## config.mk

```make
export PLATFORM = sky130hd
export DESIGN_NAME = hazard_scoreboard
export DESIGN_NICKNAME = d
export VERILOG_FILES = /design/src/rtl/hazard_scoreboard.sv
export SDC_FILE = /design/constraint.sdc
export NUM_CORES = 1
export LEC_CHECK = 0
export CORE_ASPECT_RATIO = 1.5
export CORE_MARGIN = 10
export CORE_UTILIZATION = 30
export CTS_BUF_LIST = sky130_fd_sc_hd__clkbuf_4 sky130_fd_sc_hd__clkbuf_8
export DETAILED_ROUTE_END_ITERATION = 6
export PLACE_DENSITY = 0.46
export SYNTH_ARGS = -nofsm -noshare
export SYNTH_HDL_FRONTEND = slang
export SYNTH_SLANG_ARGS = --single-unit
```

## constraint.sdc

```tcl
create_clock -name clk -period 5.7 [get_ports clk]
set_input_delay 1.14 -clock clk [delete_from_list [all_inputs] [get_ports clk]]
set_output_delay 1.14 -clock clk [all_outputs]
set_load 0.02 [all_outputs]
```

## src/rtl/hazard_scoreboard.sv

```systemverilog
// ---------------------------------------------------------------------------
// hazard_scoreboard
//
// Hazard unit for the five-stage pipeline. It keeps a registered shadow copy
// of every in-flight producer (destination, remaining Tnew, source addresses)
// for the stages after D. From that copy it works out the D-stage stall and
// the forwarding selects for the consumers in D, E and M. It can also track
// the multi-cycle multiply/divide unit, so that HI/LO users wait while the
// unit is busy.
//
// Optional feature macro: HAZARD_MD_EN
//   defined   -> mult/div busy counter, md_op/md_div slot fields and the
//                mult/div stall term are built in.
//   undefined -> d_md_op, d_md_div and d_md_use are ignored, md_busy is 0,
//                and stall has only the data-hazard term.
//
// Parameters:
//   NSRC      source operands per instruction
//   DEPTH     shadow stages after D (1=E, 2=M, 3=W), at least 3
//   TW        width of the Tnew/Tuse fields
//   MULT_LAT  busy cycles for a multiply
//   DIV_LAT   busy cycles for a divide
//
// Ports:
//   clk        rising-edge clock
//   reset_n    asynchronous active-low reset
//   d_valid    D holds a real instruction
//   d_src      packed source addresses, NSRC x 5 bits, 0 = unused
//   d_tuse     packed per-source Tuse, NSRC x TW bits, counted from D
//   d_dst      destination register, 0 = none
//   d_tnew     cycles until the result can be forwarded, counted from E entry
//   d_md_op    instruction starts a mult/div
//   d_md_div   1 = divide, 0 = multiply (qualified by d_md_op)
//   d_md_use   instruction touches HI/LO or starts a mult/div
//   stall      freeze PC and F/D, insert a bubble into E
//   fwd_d_sel  per-source producer stage for the D consumer, 0 = register file
//   fwd_e_sel  per-source producer stage for the E consumer
//   fwd_m_sel  per-source producer stage for the M consumer
//   md_busy    mult/div unit busy
// ---------------------------------------------------------------------------
module hazard_scoreboard #(
  parameter int NSRC     = 2,
  parameter int DEPTH    = 3,
  parameter int TW       = 2,
  parameter int MULT_LAT = 5,
  parameter int DIV_LAT  = 10,
  localparam int SW      = $clog2(DEPTH + 1)
) (
  input  logic               clk,
  input  logic               reset_n,
  input  logic               d_valid,
  input  logic [NSRC*5-1:0]  d_src,
  input  logic [NSRC*TW-1:0] d_tuse,
  input  logic [4:0]         d_dst,
  input  logic [TW-1:0]      d_tnew,
  input  logic               d_md_op,
  input  logic               d_md_div,
  input  logic               d_md_use,
  output logic               stall,
  output logic [NSRC*SW-1:0] fwd_d_sel,
  output logic [NSRC*SW-1:0] fwd_e_sel,
  output logic [NSRC*SW-1:0] fwd_m_sel,
  output logic               md_busy
);

  // Shadow pipeline, slot 1 = E, slot 2 = M, slot 3 = W.
  logic [4:0]    slot_dst  [1:DEPTH];
  logic [TW-1:0] slot_tnew [1:DEPTH];
  logic [4:0]    slot_src  [1:DEPTH][NSRC];

  logic data_haz;
  logic md_haz;
  logic issue;

  assign issue = d_valid && !stall;

  // Nearest producer of addr among slots first..DEPTH. Scanning from the
  // oldest slot towards the newest lets the nearest match overwrite older
  // ones. idx = 0 means no producer is in flight.
  function automatic void scan(input  logic [4:0]    addr,
                               input  int            first,
                               output logic [SW-1:0] idx,
                               output logic [TW-1:0] tnew);
    idx  = '0;
    tnew = '0;
    for (int j = DEPTH; j >= 1; j--) begin
      if ((j >= first) && (addr != 5'd0) && (slot_dst[j] == addr)) begin
        idx  = SW'(j);
        tnew = slot_tnew[j];
      end
    end
  endfunction

  // A nearest match that is still computing (tnew > 0) blocks older
  // matches. The select falls back to 0, and for D the hazard comes from
  // comparing that tnew with the consumer's Tuse.
  always_comb begin : hazard_comb
    logic [SW-1:0] idx;
    logic [TW-1:0] tn;
    idx       = '0;
    tn        = '0;
    data_haz  = 1'b0;
    fwd_d_sel = '0;
    fwd_e_sel = '0;
    fwd_m_sel = '0;
    for (int i = 0; i < NSRC; i++) begin
      scan(d_src[i*5 +: 5], 1, idx, tn);
      if (d_valid && (idx != '0) && (tn > d_tuse[i*TW +: TW]))
        data_haz = 1'b1;
      if ((idx != '0) && (tn == '0))
        fwd_d_sel[i*SW +: SW] = idx;

      scan(slot_src[1][i], 2, idx, tn);
      if ((idx != '0) && (tn == '0))
        fwd_e_sel[i*SW +: SW] = idx;

      scan(slot_src[2][i], 3, idx, tn);
      if ((idx != '0) && (tn == '0))
        fwd_m_sel[i*SW +: SW] = idx;
    end
  end

  assign stall = data_haz | md_haz;

  // Shadow advance: every slot moves one stage older and its tnew counts
  // down to 0, then stays there. Slot 1 takes the D instruction only when
  // it actually issues. Otherwise it takes an all-zero bubble.
  always_ff @(posedge clk or negedge reset_n) begin
    if (!reset_n) begin
      for (int j = 1; j <= DEPTH; j++) begin
        slot_dst[j]  <= '0;
        slot_tnew[j] <= '0;
        for (int i = 0; i < NSRC; i++)
          slot_src[j][i] <= '0;
      end
    end else begin
      for (int j = DEPTH; j >= 2; j--) begin
        slot_dst[j]  <= slot_dst[j-1];
        slot_tnew[j] <= (slot_tnew[j-1] != '0) ? slot_tnew[j-1] - TW'(1) : '0;
        for (int i = 0; i < NSRC; i++)
          slot_src[j][i] <= slot_src[j-1][i];
      end
      if (issue) begin
        slot_dst[1]  <= d_dst;
        slot_tnew[1] <= d_tnew;
        for (int i = 0; i < NSRC; i++)
          slot_src[1][i] <= d_src[i*5 +: 5];
      end else begin
        slot_dst[1]  <= '0;
        slot_tnew[1] <= '0;
        for (int i = 0; i < NSRC; i++)
          slot_src[1][i] <= '0;
      end
    end
  end

`ifdef HAZARD_MD_EN
  localparam int MAX_LAT = (DIV_LAT > MULT_LAT) ? DIV_LAT : MULT_LAT;
  localparam int CW      = $clog2(MAX_LAT + 1);

  logic          slot_md_op  [1:DEPTH];
  logic          slot_md_div [1:DEPTH];
  logic [CW-1:0] md_cnt;

  // The mult/div tags travel with the rest of the slot, so they need the
  // same issue/bubble handling as the main shadow fields.
  always_ff @(posedge clk or negedge reset_n) begin
    if (!reset_n) begin
      for (int j = 1; j <= DEPTH; j++) begin
        slot_md_op[j]  <= 1'b0;
        slot_md_div[j] <= 1'b0;
      end
    end else begin
      for (int j = DEPTH; j >= 2; j--) begin
        slot_md_op[j]  <= slot_md_op[j-1];
        slot_md_div[j] <= slot_md_div[j-1];
      end
      slot_md_op[1]  <= issue && d_md_op;
      slot_md_div[1] <= issue && d_md_div;
    end
  end

  // The unit starts when the mult/div reaches E. The counter ignores stall,
  // so a waiting HI/LO user is released in the first cycle it reads 0.
  always_ff @(posedge clk or negedge reset_n) begin
    if (!reset_n)
      md_cnt <= '0;
    else if (slot_md_op[1])
      md_cnt <= slot_md_div[1] ? CW'(DIV_LAT) : CW'(MULT_LAT);
    else if (md_cnt != '0)
      md_cnt <= md_cnt - CW'(1);
  end

  assign md_busy = (md_cnt != '0);
  // A mult/div sitting in E has not loaded the counter yet, but it already
  // owns HI/LO.
  assign md_haz  = d_valid && d_md_use && (slot_md_op[1] || md_busy);
`else
  assign md_busy = 1'b0;
  assign md_haz  = 1'b0;

  wire unused_md_inputs = &{1'b0, d_md_op, d_md_div, d_md_use,
                            ((MULT_LAT + DIV_LAT) > 0)};
`endif

endmodule

```

== Yosys cells after proc, flatten, opt, wreduce, memory -nomap -nowiden ==
Cells that the tools add are included.
Cells by class
  multiplexer cells: 37
  multipliers: 0
  shift-type cells: 0
  order comparisons: 2
  reduce and logical (&&, ||, !) cells: 44
  add/sub/neg operators: 2
  bitwise operators: 0
  div/mod/pow operators: 0
  equality and inequality tests: 12
Operator list (count)
  $mux 2: 33
  $eq 5x5->1: 12
  $reduce_bool 5->1: 6
  $logic_and 1x1->1: 23
  $reduce_bool 2->1: 8
  $logic_not 2->1: 6
  $mux 10: 1
  $mux 5: 1
  $gt 2x2->1: 2
  $sub 2x1->2 const B: 2
  $mux 1: 2
  $logic_not 1->1: 1
Word-level totals
  latch bits: 0
  memories kept: 0
  memory bits (writable): 0
  output and inout port bits: 14
  bits in read-only memories: 0
  register bits: 41
  input bits: 27
  logic and storage cells: 107

== Logic depth before layout (Yosys ltp) ==
  depth in word-level cells: 13
  mapped depth: 14
  gate-level depth less buffers: 11

== Least setup slack after synthesis ==
Ideal clock, no wire load.
  path kind: input port to output port
  from: in d_src[5]
  to: out stall
  data required time: 4.560 ns
  buffers on the path: 2
  stages: 12
  slack: 1.301 ns
  arrival time: 3.259 ns
  cells stage by stage: clkbuf_1 > xor2_1 > nor3_1 > and2_1 > o311ai_0 > and2_1 > ha_1 > a21oi_1 > a21oi_1 > o311a_1 > buf_2 > o21a_1
On the way
  word-level cells in the longest chain between the ends: 9
  elaborated cells between the ends (all ways): 18
  classes of those cells: order compare: 1; eq/ne: 3; mux: 7; reduce/logical: 7
RTL lines
  start, declared: line 52  | input logic [NSRC*5-1:0] d_src,
  parallel branches: the longest is 7 deep, another holds $gt 2x2->1
  $logic_and 1x1->1 (*): line 108  | if (d_valid && (idx != '0) && (tn > d_tuse[i*TW +: TW]))
  $mux 1 (*): line 108
  end, declared: line 59  | output logic stall,
Mark *: on every way between the ends.

== Worst setup path after layout ==
  from: in d_src[1]
  to: out stall
On the way
  word-level cells in the longest chain between the ends: 10
  elaborated cells between the ends (all ways): 19
  classes of those cells: order compare: 1; eq/ne: 3; mux: 8; reduce/logical: 7
RTL lines (line)
  parallel branches: the longest is 7 deep, another holds $gt 2x2->1
  $logic_and 1x1->1 (*): 108
  $mux 1 (*) (2 in series): 108
Marks and branches as above.

==> results.cfg <==
[global_routing]
grt_use_total = 0.111
grt_pass1_vias = 2018
grt_overflow_total = 0
antenna_found_initial = 0
grt_pass1_wl_um = 10800
grt_max_degree = 42

[drt]
dr.pass1.iters = 4
via_per_inst = 4.76
drtAntennaViolNets = 0
drt_iter0_markers = 91
vias = 1917
wl_per_cell_um = 16.4
wl_um = 6610
drc = 0

[logic_synthesis]
ys_async_sr_fraction = 1.00
yosysWarnings = 0
syn_inst = 260
post_synth_num_cell_types = 40
ys.flop_type = dfrtp_1
synth_area_per_cell_sq_um = 9.58
synth_nets = 291
synth_seq_area_share = 0.412
yosys_register_bits = 41
yosysTopAreaCellShare = 0.412
yosys-top-cells-area = dfrtp_1 (41%), xor2_1 (13%), xnor2_1 (7.4%), nor3_2 (4.0%), nand2_1 (3.9%)
synth_area_leader_cell = dfrtp_1
synth_edf_count = 0
syn-cell-area_sq_um = 2490

[layout]
area_growth_pct = 24.4
utilization = 0.385
layout-drive-gt1-share = 0.128
final_nets = 328
diodes = 0
final_cell_area_sq_um = 3100

[setup_path]
crit_type = primary input to primary output
crit_path_max_fanout = 6
crit_arrival_ns = 4.34
worst_setup_path_start_kind = primary input
rrSetupSlack_ns = 2.84
end_kind = primary output
critPathRequiredTime_ns = 4.56

[pwr]
p_leak_uw = 0.00140
combPwrFrac = 0.206
vdd_ir_drop_max_uv = 144
power.internal_uw = 518
swShare = 0.286
clockPowerShare = 0.332
p_sw_uw = 208
powerDensity_nw_per_um2 = 234
seq_power_share = 0.462

[cts]
cts_max_level = 2
clk_latency_ns = 0.29
cts-root-buf = clkbuf_8
clk_pin_slew_worst_paths_ns = 0.08
cts_buffers = 5
clock_path_buffers = 2
cts.sinks = 41
cts_tree = yes

[sta]
fin_crit_sh = 0.962
maxClockFrequency_mhz = 182
max_slew.worst_pin.slew_ns = 0.903
slew_headroom = 0.398
setup_viol = 0
hold_viol = 0
rsz0062_at_grt = no
timing.setup.tns_ns = 0
drv_slew = 0
timing.final.crit_period_ns = 5.48
skew_ns = 0.00479

[placed_design]
place_area_sq_um = 2960
dp_hpwl_um = 5220
place.port_buffers = 36
place_congestion = 0.780

[floorplanning]
coreArea_sq_um = 8060
die_x_um = 94.4
start_util = 0.309
fp-row-count = 40
die_y_um = 132
pin_count = 41
die_area_sq_um = 12400

[hold_path]
worst_hold_path_type = flip-flop to flip-flop

[run_status]
status = complete, no violations

[job]
drv_cap = 0
-- synthesized netlist by cell type, drive strengths merged, types with 4 or more instances --
master and count:
ha 4, nand2b 5, nor2 14, nand2 26
nor3 27, buf 13, dfrtp 41, inv 6
xnor2 21, a21oi 6, clkbuf 5, nor4 4
and2 6, nand3 12, xor2 37
-- repair_timing --
item                       4_1_cts  5_1_grt
gates resized for setup          0        5
setup endpoints to repair        0        1
setup buffers                    0        0
hold buffers                     0        0
-- per-stage QoR --
step	hold slack [ns]	total power, uW	instances	setup WS, ns
final	0.437	725	403	0.215
after global routing	0.436	760	403	0.0544
after CTS	0.436	729	403	0.0948
after detailed placement	0.421	490	395	0.114
after global placement	0.418	489	395	0.0998
after floorplan	0.409	426	260	1.30
-- path summary, 6_finish.rpt --
kind | end | cells after the start | start
setup / recovery | stall | 11 | d_src[1]
hold / removal | slot_dst[6] | 0 | slot_dst[11]
setup reg to reg | slot_src[29] | 10 | slot_dst[2]
hold reg to reg | slot_dst[6] | 0 | slot_dst[11]
max in group asynchronous | slot_tnew[4] | 1 | reset_n
min in group asynchronous | slot_dst[2] | 1 | reset_n
-- cell families after synthesis --
kind of cell               count (synthesis)  synth area share
AOI/OAI and AO/OA                         25            0.0708
xor gates and xnor gates                  58             0.204
adders and majority gates                  4            0.0201
buffers and inverters                     24            0.0522
DFF                                       41             0.412
other                                      1           0.00151
and+or+nand+nor                          107             0.240
-- worst max-delay path: stages --
cell             delay [ns]
clkdlybuf4s50_1        0.57
or4_4                  0.61
nor2_4                 0.15
nor4_4                 0.08
a22o_1                 0.25
ha_1                   0.29
a21oi_1                0.06
a211oi_1               0.21
o31a_1                 0.19
o21a_1                 0.16
clkdlybuf4s50_1        0.62
-- placed cells by master, fill, tap and decap left out, types with 2 or more instances in the layout --
cell type,count
nor3_1,14
nor2b_1,2
nor4_1,3
xor2_1,37
buf_4,12
and2_1,6
nand4b_1,2
o31ai_1,2
xnor2_1,21
clkbuf_8,5
a2111oi_0,2
inv_1,6
a22oi_1,3
ha_1,4
nor3_2,13
o21a_1,2
dfrtp_1,41
nand3_1,12
nand4_1,3
clkdlybuf4s50_1,35
and3_1,2
nor2_1,13
a211oi_1,3
or4_1,2
nand2b_1,5
o21ai_0,2
a21oi_1,6
nand2_1,26
-- registers in the layout, summed over array words and instances (netlist names) --
name and cells:
slot_src 20, slot_dst 15, slot_tnew 6
-- layer usage --
metal	global-route usage	vias up	wire [um]
met5	0	-	0
met2	0.195	43	3560
met1	0.123	923	2680
met3	0.0279	5	275
met4	0.0356	0	99
li1	-	946	-
-- cell type report --
type                       count  area (sq um)
tap                          105           131
sequential                    41          1030
inverter                       6          22.5
fill                         790          4960
multi-input combinational    195          1360
timing repair buffer          48           445
clock inverter                 2          38.8
clock buffer                   6          76.3
-- power by group through the flow --
stage	Clock, uW	Combinational (uW)	Sequential (uW)
2_1_floorplan	0	98.9	327
3_3_place_gp	0	147	341
3_5_place_dp	0	149	342
4_1_cts	245	149	336
5_1_grt	255	167	338
6_report	241	149	335
Note: power is estimated with default switching activity, not from simulation.
